`src/rtl/uart_rx_deframer.sv`:
```
`default_nettype none
// ============================================================================
// Module      : uart_rx_deframer
// Description : 8N1 UART receiver. Synchronises rxd, qualifies the start bit,
//               samples each bit at its centre on an oversampled baud tick,
//               checks the stop bit and buffers bytes in a show-ahead FIFO
//               with overrun and framing-error pulses.
// Revision    : 1.0 - initial release
// ============================================================================
module uart_rx_deframer #(
    parameter int OVERSAMPLE = 16,
    parameter int FIFO_DEPTH = 4
) (
    input  logic       HCLK,
    input  logic       HRESET,
    input  logic       baud_tick,
    input  logic       rxd,
    input  logic       rd_en,
    output logic [7:0] rdata,
    output logic       rx_empty,
    output logic       rx_full,
    output logic       frame_err,
    output logic       overrun
);

    localparam int c_tw = $clog2(OVERSAMPLE);
    localparam int c_pw = $clog2(FIFO_DEPTH);
    localparam int c_cw = c_pw + 1;

    localparam logic [c_tw-1:0] c_half_last = c_tw'(OVERSAMPLE / 2 - 1);
    localparam logic [c_tw-1:0] c_bit_last  = c_tw'(OVERSAMPLE - 1);
    localparam logic [c_tw-1:0] c_tcnt_one  = c_tw'(1);
    localparam logic [c_pw-1:0] c_ptr_one   = c_pw'(1);
    localparam logic [c_cw-1:0] c_cnt_one   = c_cw'(1);
    localparam logic [c_cw-1:0] c_depth     = c_cw'(FIFO_DEPTH);

    typedef enum logic [2:0] {
        ST_IDLE      = 3'd0,
        ST_START     = 3'd1,
        ST_DATA      = 3'd2,
        ST_STOP      = 3'd3,
        ST_WAIT_HIGH = 3'd4
    } state_t;

    logic            rxd_m_q, rxd_s_q;
    state_t          state_q, state_d;
    logic [c_tw-1:0] tcnt_q, tcnt_d;
    logic [2:0]      bcnt_q, bcnt_d;
    logic [7:0]      shift_q, shift_d;
    logic            frame_err_q, frame_err_d;
    logic            overrun_q, overrun_d;
    logic [c_pw-1:0] wr_ptr_q, wr_ptr_d;
    logic [c_pw-1:0] rd_ptr_q, rd_ptr_d;
    logic [c_cw-1:0] count_q, count_d;
    logic [7:0]      mem_q [FIFO_DEPTH];

    logic            w_push_req;
    logic            w_push_ok;
    logic            w_pop;
    logic            w_empty;
    logic            w_full;

    // Frame decoder: advances only on baud ticks, except IDLE/WAIT_HIGH
    // which follow the synchronised line every cycle.
    always_comb begin
        state_d     = state_q;
        tcnt_d      = tcnt_q;
        bcnt_d      = bcnt_q;
        shift_d     = shift_q;
        w_push_req  = 1'b0;
        frame_err_d = 1'b0;
        case (state_q)
            ST_IDLE: begin
                if (!rxd_s_q) begin
                    state_d = ST_START;
                    tcnt_d  = '0;
                end
            end
            ST_START: begin
                if (baud_tick) begin
                    if (tcnt_q == c_half_last) begin
                        tcnt_d  = '0;
                        bcnt_d  = '0;
                        // A line that is high again at mid-start was a glitch.
                        state_d = rxd_s_q ? ST_IDLE : ST_DATA;
                    end else begin
                        tcnt_d = tcnt_q + c_tcnt_one;
                    end
                end
            end
            ST_DATA: begin
                if (baud_tick) begin
                    if (tcnt_q == c_bit_last) begin
                        tcnt_d  = '0;
                        shift_d = {rxd_s_q, shift_q[7:1]};
                        if (bcnt_q == 3'd7) begin
                            state_d = ST_STOP;
                        end else begin
                            bcnt_d = bcnt_q + 3'd1;
                        end
                    end else begin
                        tcnt_d = tcnt_q + c_tcnt_one;
                    end
                end
            end
            ST_STOP: begin
                if (baud_tick) begin
                    if (tcnt_q == c_bit_last) begin
                        tcnt_d = '0;
                        if (rxd_s_q) begin
                            w_push_req = 1'b1;
                            state_d    = ST_IDLE;
                        end else begin
                            frame_err_d = 1'b1;
                            state_d     = ST_WAIT_HIGH;
                        end
                    end else begin
                        tcnt_d = tcnt_q + c_tcnt_one;
                    end
                end
            end
            ST_WAIT_HIGH: begin
                // Hold off until the line recovers so a break is one error.
                if (rxd_s_q) begin
                    state_d = ST_IDLE;
                end
            end
            default: state_d = ST_IDLE;
        endcase
    end

    // FIFO control: a push into a full FIFO succeeds only alongside a pop.
    always_comb begin
        w_empty   = (count_q == '0);
        w_full    = (count_q == c_depth);
        w_pop     = rd_en & ~w_empty;
        w_push_ok = w_push_req & (~w_full | rd_en);
        overrun_d = w_push_req & w_full & ~rd_en;
        wr_ptr_d  = w_push_ok ? (wr_ptr_q + c_ptr_one) : wr_ptr_q;
        rd_ptr_d  = w_pop ? (rd_ptr_q + c_ptr_one) : rd_ptr_q;
        case ({w_push_ok, w_pop})
            2'b10:   count_d = count_q + c_cnt_one;
            2'b01:   count_d = count_q - c_cnt_one;
            default: count_d = count_q;
        endcase
    end

    // State, counters, synchroniser and pulse outputs.
    always_ff @(posedge HCLK) begin
        if (HRESET) begin
            rxd_m_q     <= 1'b1;
            rxd_s_q     <= 1'b1;
            state_q     <= ST_IDLE;
            tcnt_q      <= '0;
            bcnt_q      <= '0;
            shift_q     <= '0;
            frame_err_q <= 1'b0;
            overrun_q   <= 1'b0;
            wr_ptr_q    <= '0;
            rd_ptr_q    <= '0;
            count_q     <= '0;
        end else begin
            rxd_m_q     <= rxd;
            rxd_s_q     <= rxd_m_q;
            state_q     <= state_d;
            tcnt_q      <= tcnt_d;
            bcnt_q      <= bcnt_d;
            shift_q     <= shift_d;
            frame_err_q <= frame_err_d;
            overrun_q   <= overrun_d;
            wr_ptr_q    <= wr_ptr_d;
            rd_ptr_q    <= rd_ptr_d;
            count_q     <= count_d;
        end
    end

    // Storage array; contents are don't-care while the count says empty.
    always_ff @(posedge HCLK) begin
        if (!HRESET && w_push_ok) begin
            mem_q[wr_ptr_q] <= shift_q;
        end
    end

    assign rdata     = (count_q == '0) ? 8'h00 : mem_q[rd_ptr_q];
    assign rx_empty  = (count_q == '0);
    assign rx_full   = (count_q == c_depth);
    assign frame_err = frame_err_q;
    assign overrun   = overrun_q;

endmodule
`default_nettype wire

```
`config.mk`:
```
export PLATFORM = sky130hd
export DESIGN_NAME = uart_rx_deframer
export DESIGN_NICKNAME = d
export VERILOG_FILES = /design/src/rtl/uart_rx_deframer.sv
export SDC_FILE = /design/constraint.sdc
export NUM_CORES = 1
export LEC_CHECK = 0
export CAP_MARGIN = 20
export CORE_ASPECT_RATIO = 0.8
export CORE_UTILIZATION = 50
export CTS_BUF_LIST = sky130_fd_sc_hd__clkbuf_8 sky130_fd_sc_hd__clkbuf_16
export DETAILED_ROUTE_END_ITERATION = 16
export PLACE_DENSITY = 0.75
export SYNTH_ARGS = -nofsm -noshare
export SYNTH_HDL_FRONTEND = slang
export SYNTH_SLANG_ARGS = --single-unit
```
`constraint.sdc`:
```
create_clock -name HCLK -period 4.9 [get_ports HCLK]
set_input_delay 0.98 -clock HCLK [delete_from_list [all_inputs] [get_ports HCLK]]
set_output_delay 0.98 -clock HCLK [all_outputs]
set_load 0.1 [all_outputs]
```
==> metrics, run 1 <==
cell area after synthesis 0.00275 mm2; WL per Instance 14.2 um; Worst Skew 0.00914 ns; largest net degree at the start of global routing 31; CTS Hold Bufs 0; area grow syn2layout 14.0%; global-route met3 utilization 5.79%; fmax 0.275 GHz; Clock transition at path regs 0.07 ns; slew margin rel. 34.7%; CP Data Required Time 3.92 ns; DRT iter0 DRCs 61; row cnt 23; Final Cycle Share 74.3%; Total Nets Final 244; die width 85.0 um; Worst setup EP type primary output; final hold viol count 0; CTS tree yes; Max IR drop VDD 0.224 mV; CP top delay family buffers and inverters; worst slew pin tran 0.976 ns; # IOs 17; synthesized area per cell 12.9 um2; met2 GRT Util 26.8%; # diodes 0; Pwr Density 338 mW/mm2; Num Clock Sinks 63; Skew-Pair Late Insertion Delay 0.32 ns; register area share after synthesis 57.4%; core box area 0.00515 mm2; worst-path cell chain mux4_2 > nor2b_1 > clkdlybuf4s50_1; ys flop type edfxtp_1; Root Driver clkbuf_8; Max Slew Vio Count 0; drt pass-1 iters 10; final setup margin 1.26 ns; RSZ-0062 raised after global routing false; Congestion Overflow GR 0; Largest stage delay, worst path 0.96 ns; number of synthesized register bits 63; Placement Setup Slack 1.46 ns; Slowest-stage cell, CP clkdlybuf4s50_1; H-Tree Depth 3; CTS buffer count 9; number of flops mapped to enable cells by yosys 32; GRT met1 Usage 20.6%; Post-synth ARST share 0%; GRT Max-Usage Layer met2; Critical Path Source Type flop; RePlAce Congestion 0.741; Post CTS Setup Buffer Count 0; initial antenna violation count 0; Min Clock Period, post-route 3.64 ns; run status complete, but fails checks; Syn Nets 228; Final Routed Wirelength 4.20 mm; clock buffer depth 2; DR vias/cell 5.47; total of cells resized after clock tree synthesis 0; Tot GR Track Use 16.6%; Setup violations, final 0; Die Y 68.4 um; crit-path max FO 8; Hold WC Path Type reg2reg; DP Area 0.00293 mm2; first-pass GRT wire length 7.03 mm; design area 0.00314 mm2; layout cells sized above 1 13.2%; Synth Instances 214; failing checks DRC; via count 1625; crit path kind reg2out; drt drc 3; Worst Path Arrival 2.66 ns; DP HPWL 2.79 mm; MaxCap Viol Count 0; Die ar. 0.00581 mm2; # port buffers 16; worst hold margin 0.411 ns; setup TNS 0 ns; crit path buf inv count 1; Syn. warnings 0; layout filler cell count 395; Distinct cells, synth 47; Initial Util 53.5%; vias in the first global route 1488; leakage power 1.16 nW; Final ANT Viol Nets 0
final timing paths:
check	startpoint	end	slack [ns]	depth (start not counted)
max	flop	rdata[4]	1.26	3
min	rxd_m_q$_SDFF_PP1_	rxd_s_q$_SDFF_PP1_	0.41	1
max reg2reg	tcnt_q[1]$_SDFFE_PP0P_	count_q[2]$_SDFFE_PP0P_	2.45	9
min reg2reg	rxd_m_q$_SDFF_PP1_	rxd_s_q$_SDFF_PP1_	0.41	1
cell usage after synthesis, drive strengths merged (3+ instances only):
cell | number | area (um2)
clkbuf | 5 | 18.8
nand2 | 3 | 11.3
nor3b | 3 | 22.5
and2 | 8 | 50.1
mux4 | 8 | 180
nor3 | 3 | 26.3
buf | 8 | 61.3
dfxtp | 31 | 621
nand3b | 3 | 22.5
inv | 5 | 18.8
a21oi | 5 | 25.0
nor2b | 12 | 75.1
mux2i | 13 | 130
edfxtp | 32 | 961
nor2 | 28 | 105
xor2 | 3 | 26.3
xnor2 | 4 | 35.0
nand4 | 3 | 18.8
ha | 8 | 100
cell type report:
cell class / instances / area, um2 / share of cell area, %
multi-input combinational: 133 / 1070 / 34.2
clock inverter: 7 / 88.8 / 2.83
sequential: 63 / 1580 / 50.4
tap: 62 / 77.6 / 2.47
inverter: 5 / 18.8 / 0.598
timing repair buffer: 18 / 175 / 5.58
clock buffer: 9 / 124 / 3.95
stage by stage:
| stage | std cells | power [mW] | utilization, % |
|---|---|---|---|
| 6_report | 297 | 1.06 | 60.9 |
| 4_1_cts | 297 | 1.07 | 60.9 |
| 3_3_place_gp | 281 | 0.601 | 56.8 |
| 2_1_floorplan | 214 | 0.595 | - |
| 5_1_grt | 297 | 1.10 | 60.9 |
| 3_5_place_dp | 281 | 0.602 | 56.8 |
cells in the final DEF (no fill, tap or decap), types with 2 or more instances in the layout:
cell	netlist	layout
edfxtp_1	32	32
dfxtp_1	31	31
nor2_1	28	28
clkdlybuf4s50_1	0	16
mux2i_1	13	13
nor2b_1	12	12
clkbuf_8	0	9
mux4_2	8	8
and2_1	8	8
ha_1	8	8
inv_1	5	6
a21oi_1	5	5
xnor2_1	4	4
nand4_1	3	3
nand3b_1	3	3
nand2_1	3	3
nor3b_1	3	3
xor2_1	3	3
nor3_1	2	2
a21o_1	2	2
a31oi_1	2	2
o21ai_0	2	2
or2_2	2	2
clkinvlp_4	0	2
bufinv_16	0	2
clkinv_2	0	2
buf_4	1	2
report_power, final:
group | switching [mW] | internal [mW] | total [mW]
clock network | 0.190 | 0.282 | 0.472
registers | 0.00691 | 0.551 | 0.558
logic | 0.0163 | 0.0159 | 0.0322
worst reg2reg max path, stage by stage, from the launching register on:
cell and delay (ns):
dfxtp_1 0.34, ha_1 0.29, and4_1 0.30, nand4_1 0.20, ha_1 0.22, inv_1 0.06
fa_1 0.37, xor2_1 0.16, or3_1 0.31, a21oi_1 0.14
layer usage:
layer	share of wire, %	vias up
met1	50	798
met5	0	-
met2	46	27
met4	0.98	0
met3	3.2	4
li1	-	796
sequential cells by signal, indices dropped and copies added (netlist names), 2 cells and up, named ones only:
signal    count
shift_q       8
bcnt_q        3
tcnt_q        4
rd_ptr_q      2
state_q       3
mem_q        32
wr_ptr_q      2
count_q       3
cell families (layout without fill, tap and decap cells):
kind of cell    count (synthesis)  count (layout)  share of synthesized area (%)
simple gates                   75              75                           15.5
flops                          63              63                           57.4
compound gates                 21              21                           5.59
mux                            21              21                           11.3
buf+inv                        18              39                           3.59
fa+ha+maj                       9               9                           4.36
xor+xnor                        7               7                           2.23
Note: power is estimated with default switching activity, not from simulation.
==> inputs of run 2 (changes only) <==
==> constraint.sdc (replaced) <==
create_clock -name HCLK -period 3.4 [get_ports HCLK]
set_input_delay 0.68 -clock HCLK [delete_from_list [all_inputs] [get_ports HCLK]]
set_output_delay 0.68 -clock HCLK [all_outputs]
set_load 0.1 [all_outputs]
==> run 2 against run 1 <==
  * The run still ends with DRC left
  * Largest cell class unchanged
  * Total power up 30%
  * Global-route usage up 0.27 points
  * Worst hold slack better by 0.012 ns
  * Critical path type is now in2reg
  * Flip-flop and latch count unchanged
  * Clock power up 13%
  * Routed wire length up 3.0%
  * Clock-buffer cell count unchanged
  * Sequential power up 44%
  * Critical path depth up 6
  * Core utilization down 1.4 points
  * Worst setup slack worse by 0.67 ns
  * Combinational power up 46%
==> metrics, run 2 (synthesis results as in run 1) <==
drt drc 2 (was 3); Final Routed Wirelength 4.33 mm (was 4.20 mm); run status complete, but fails checks (unchanged); Worst Skew 0.00815 ns (was 0.00914 ns); crit-path max FO 3 (was 8); DRT iter0 DRCs 75 (was 61); Die ar. 0.00581 mm2 (unchanged); Worst Path Arrival 3.09 ns (was 2.66 ns); DR vias/cell 5.43 (was 5.47); CTS tree yes (unchanged); DP HPWL 2.86 mm (was 2.79 mm); initial antenna violation count 0 (unchanged); CTS buffer count 9 (unchanged); first-pass GRT wire length 7.03 mm (unchanged); drt pass-1 iters 12 (was 10); area grow syn2layout 11.4% (was 14.0%); Setup violations, final 0 (unchanged); RePlAce Congestion 0.772 (was 0.741); most common cell after layout, fill and taps aside edfxtp_1 (unchanged); Die Y 68.4 um (unchanged); core box area 0.00515 mm2 (unchanged); Final Cycle Share 82.8%; Clock transition at path regs 0.07 ns (about the same); MaxCap Viol Count 0 (unchanged); largest net degree at the start of global routing 30 (was 31); worst slew pin tran 0.967 ns (was 0.976 ns); slew margin rel. 35.3% (was 34.7%); max reg flops 32 (unchanged); failing checks DRC (unchanged); clock buffer depth 2 (unchanged); Pwr Density 452 mW/mm2 (was 338 mW/mm2); via count 1614 (was 1625); Max Slew Vio Count 0 (unchanged); H-Tree Depth 3 (unchanged); final hold viol count 0 (unchanged); Tot GR Track Use 16.8% (was 16.6%); most frequent cells in the layout 32 x edfxtp_1, 31 x dfxtp_1, 28 x nor2_1 (unchanged); CTS Hold Bufs 0 (unchanged); die width 85.0 um (unchanged); Final ANT Viol Nets 0 (unchanged); Post CTS Setup Buffer Count 0 (unchanged); layout filler cell count 419 (was 395); Min Clock Period, post-route 2.82 ns; leakage power 1.12 nW (was 1.16 nW); Num Clock Sinks 63 (unchanged); Max IR drop VDD 0.245 mV (was 0.224 mV); RSZ-0062 raised after global routing false (unchanged); Worst setup EP type flop (was primary output); CP Data Required Time 3.67 ns (was 3.92 ns); Initial Util 53.5% (unchanged); Skew-Pair Late Insertion Delay 0.33 ns (was 0.32 ns); # IOs 17 (unchanged); Critical Path Source Type primary input (was flop); crit path kind in2reg (was reg2out); Root Driver clkbuf_8 (unchanged); multi-input logic area 0.00107 mm2 (unchanged); vias in the first global route 1504 (was 1488); WL per Instance 14.6 um (was 14.2 um); Total Nets Final 244 (unchanged); Reg with most FFs mem_q (unchanged); setup TNS 0 ns (unchanged); row cnt 23 (unchanged); Hold WC Path Type reg2reg (unchanged); # port buffers 16 (unchanged); worst hold margin 0.422 ns (was 0.411 ns); layout cells sized above 1 17.4% (was 13.2%); biggest regs mem_q: 32 flops, shift_q: 8 flops, tcnt_q: 4 flops (unchanged); fmax 0.355 GHz; register area 0.00158 mm2 (unchanged); # diodes 0 (unchanged); total of cells resized after clock tree synthesis 0 (unchanged); Congestion Overflow GR 0 (unchanged)
[run 2: changes by cell type in the layout (fill, tap and decap cells not counted)]
cell,change
clkinvlp_4,+1
buf_4,+10
clkdlybuf4s50_1,-10
bufinv_16,-2
clkinv_2,+1
[run 2: worst max-delay path, cell delays in order]
cell	delay (ns)
clkdlybuf4s50_1	0.44
or4b_4	0.51
nand4_1	0.19
ha_1	0.23
inv_1	0.06
fa_1	0.38
xor2_1	0.16
or3_1	0.30
a21oi_1	0.13
[run 2: path summary, 6_finish.rpt]
path                           from                       to  slack, ns  depth (start not counted)
max                           rd_en  count_q[2]$_SDFFE_PP0P_       0.58                          9
min              rxd_m_q$_SDFF_PP1_       rxd_s_q$_SDFF_PP1_       0.42                          1
max reg2reg  tcnt_q[0]$_SDFFE_PP0P_  count_q[2]$_SDFFE_PP0P_       0.96                          9
min reg2reg      rxd_m_q$_SDFF_PP1_       rxd_s_q$_SDFF_PP1_       0.42                          1
[run 2: cell type report]
class | count | area share (%)
inverters | 5 | 0.612
clock inverters | 7 | 1.35
flip-flops and latches | 63 | 51.6
clock buffers | 9 | 4.04
repair buffers | 18 | 4.90
multi-input cells | 133 | 35.0
well taps | 62 | 2.53
[run 2: report_power, final]
group	switching [mW]	total (mW)	internal, mW
Sequential	0.00982	0.805	0.795
Combinational	0.0241	0.0470	0.0230
Clock	0.277	0.534	0.257
Total	0.311	1.39	1.07
[run 2: routing by layer]
| metal | share of wire (%) | global-route usage (%) | up-vias |
|---|---|---|---|
| li1 | - | - | 803 |
| met5 | 0 | 0 | - |
| met4 | 1.8 | 7.63 | 0 |
| met3 | 5.3 | 7.96 | 5 |
| met2 | 46 | 26.1 | 37 |
| met1 | 47 | 20.2 | 769 |
[run 2: through the flow]
| step | util [%] | cells | power [mW] | worst slack (ns) | instance area, um2 |
|---|---|---|---|---|---|
| after CTS | 59.5 | 297 | 1.40 | 0.597 | 3070 |
| final | 59.5 | 297 | 1.39 | 0.584 | 3070 |
| after floorplan | - | 214 | 0.858 | 0.552 | 2750 |
| after global routing | 59.5 | 297 | 1.44 | 0.502 | 3070 |
| after global placement | 56.3 | 281 | 0.867 | 0.316 | 2900 |
| after detailed placement | 56.3 | 281 | 0.868 | 0.237 | 2900 |
==> inputs of run 3 (changes only) <==
==> constraint.sdc (replaced) <==
create_clock -name HCLK -period 2.8 [get_ports HCLK]
set_input_delay 0.56 -clock HCLK [delete_from_list [all_inputs] [get_ports HCLK]]
set_output_delay 0.56 -clock HCLK [all_outputs]
set_load 0.1 [all_outputs]
==> run 3 against run 2 <==
  * Largest power group unchanged
  * Core utilization up 1.4 points
  * First-iteration DRC count up 11%
  * The run now ends clean
  * Clock-buffer cell count unchanged
  * Critical path type unchanged
  * Highest routed layer unchanged
  * Clock skew grew 0.00096 ns
  * Sequential power increased by 21%
==> metrics, run 3 (synthesis results as in run 1) <==
leakage power 1.16 nW (was 1.12 nW); Tot GR Track Use 17.3% (was 16.8%); layout filler cell count 415 (was 419); biggest regs mem_q: 32 flops, shift_q: 8 flops, tcnt_q: 4 flops (unchanged); crit path kind in2reg (unchanged); worst hold margin 0.416 ns (was 0.422 ns); via count 1641 (was 1614); Worst setup EP type flop (unchanged); DP HPWL 2.94 mm (was 2.86 mm); RSZ-0062 raised after global routing false (unchanged); crit-path max FO 3 (unchanged); Worst Path Arrival 2.85 ns (was 3.09 ns); Power Total 1.68 mW (was 1.39 mW); Total Nets Final 249 (was 244); Max Slew Vio Count 0 (unchanged); Critical Path Source Type primary input (unchanged); Final Routed Wirelength 4.36 mm (was 4.33 mm); Skew-Pair Late Insertion Delay 0.33 ns (about the same); CTS Hold Bufs 0 (unchanged); CP top delay family simple AND/OR/NAND/NOR gates (unchanged); worst-path cell chain clkdlybuf4s50_1 > or4b_4 > nand4_1 > ha_1 > inv_1 > fa_1 > xor2_1 > or3_1 > a21oi_1 (unchanged); # IOs 17 (unchanged); vias in the first global route 1565 (was 1504); most common cell after layout, fill and taps aside edfxtp_1 (unchanged); layout cells sized above 1 20.0% (was 17.4%); fmax 0.386 GHz; Placement Setup Slack -0.124 ns (was 0.237 ns); GRT met1 Usage 21.3% (was 20.2%); Hold WC Path Type reg2reg (unchanged); largest net degree at the start of global routing 30 (unchanged); Worst Skew 0.00912 ns (was 0.00815 ns); final hold viol count 0 (unchanged); multi-input logic area 0.00107 mm2 (unchanged); Die Y 68.4 um (unchanged); drt drc 0 (was 2); row cnt 23 (unchanged); Largest stage delay, worst path 0.50 ns (was 0.51 ns); Root Driver clkbuf_8 (unchanged); slew margin rel. 64.1% (was 35.3%); crit path buf inv count 2 (unchanged); # port buffers 16 (unchanged); Post CTS Setup Buffer Count 0 (unchanged); core box area 0.00515 mm2 (unchanged); CTS buffer count 9 (unchanged); GRT Max-Usage Layer met2 (unchanged); max reg flops 32 (unchanged); Slowest-stage cell, CP or4b_4 (unchanged); H-Tree Depth 3 (unchanged); register area 0.00158 mm2 (unchanged); initial antenna violation count 0 (unchanged); Reg with most FFs mem_q (unchanged); clock buffer depth 2 (unchanged); CP Data Required Time 3.06 ns (was 3.67 ns); Final ANT Viol Nets 0 (unchanged); Setup violations, final 0 (unchanged); MaxCap Viol Count 0 (unchanged); met2 GRT Util 27.9% (was 26.1%); Max IR drop VDD 0.284 mV (was 0.245 mV); most frequent cells in the layout 32 x edfxtp_1, 31 x dfxtp_1, 28 x nor2_1 (unchanged); run status finished clean (was complete, but fails checks); die width 85.0 um (unchanged); drt pass-1 iters 6 (was 12); Clock transition at path regs 0.07 ns (about the same); Min Clock Period, post-route 2.59 ns; CTS tree yes (unchanged); DR vias/cell 5.43 (about the same); DRT iter0 DRCs 83 (was 75); # diodes 0 (unchanged); worst slew pin tran 0.537 ns (was 0.967 ns); WL per Instance 14.4 um (was 14.6 um); first-pass GRT wire length 7.35 mm (was 7.03 mm); area grow syn2layout 13.9% (was 11.4%); total of cells resized after clock tree synthesis 0 (unchanged); final setup margin 0.213 ns (was 0.584 ns); r2r setup slk 0.44 ns (was 0.96 ns); Final Cycle Share 92.4%; RePlAce Congestion 0.784 (was 0.772); Initial Util 53.5% (unchanged); global-route met3 utilization 5.79% (was 7.96%); Congestion Overflow GR 0 (unchanged); Pwr Density 535 mW/mm2 (was 452 mW/mm2); Num Clock Sinks 63 (unchanged); Die ar. 0.00581 mm2 (unchanged)
[run 3: changes by cell type in the layout (fill, tap and decap cells not counted), sizes merged]
cell / change
buf: +7
clkdlybuf4s50: -2
[run 3: path summary, 6_finish.rpt]
path,endpoint,startpoint,cells past startpoint
max reg2reg,count_q[2]$_SDFFE_PP0P_,count_q[0]$_SDFFE_PP0P_,8
min reg2reg,rxd_s_q$_SDFF_PP1_,rxd_m_q$_SDFF_PP1_,1
max,count_q[2]$_SDFFE_PP0P_,rd_en,9
min,rxd_s_q$_SDFF_PP1_,rxd_m_q$_SDFF_PP1_,1
[run 3: power breakdown]
part	total [mW]	internal [mW]	switching (mW)
sequential	0.977	0.965	0.0118
clock	0.641	0.312	0.330
combinational	0.0589	0.0296	0.0293
total	1.68	1.31	0.371
[run 3: area by class of cell]
type / count / area share [%]
sequential: 63 / 50.4
multi-input combinational: 133 / 34.2
timing repair buffer: 23 / 7.02
clock buffer: 9 / 3.95
tap: 62 / 2.47
clock inverter: 7 / 1.32
inverter: 5 / 0.598
[run 3: stage by stage]
step                instance area [um2]  setup TNS (ns)  util (%)  cells
global placement                   2970         -0.0417      57.7    286
finish                             3140               0      60.9    302
CTS                                3140               0      60.9    302
detailed placement                 2970          -0.124      57.7    286
global route                       3140               0      60.9    302
floorplan                          2750               0         -    214
[run 3: layer usage]
layer / share of wire, % / wire [um]
met1: 48 / 2110
met2: 47 / 2070
met3: 3.3 / 142
met4: 0.85 / 37
met5: 0 / 0
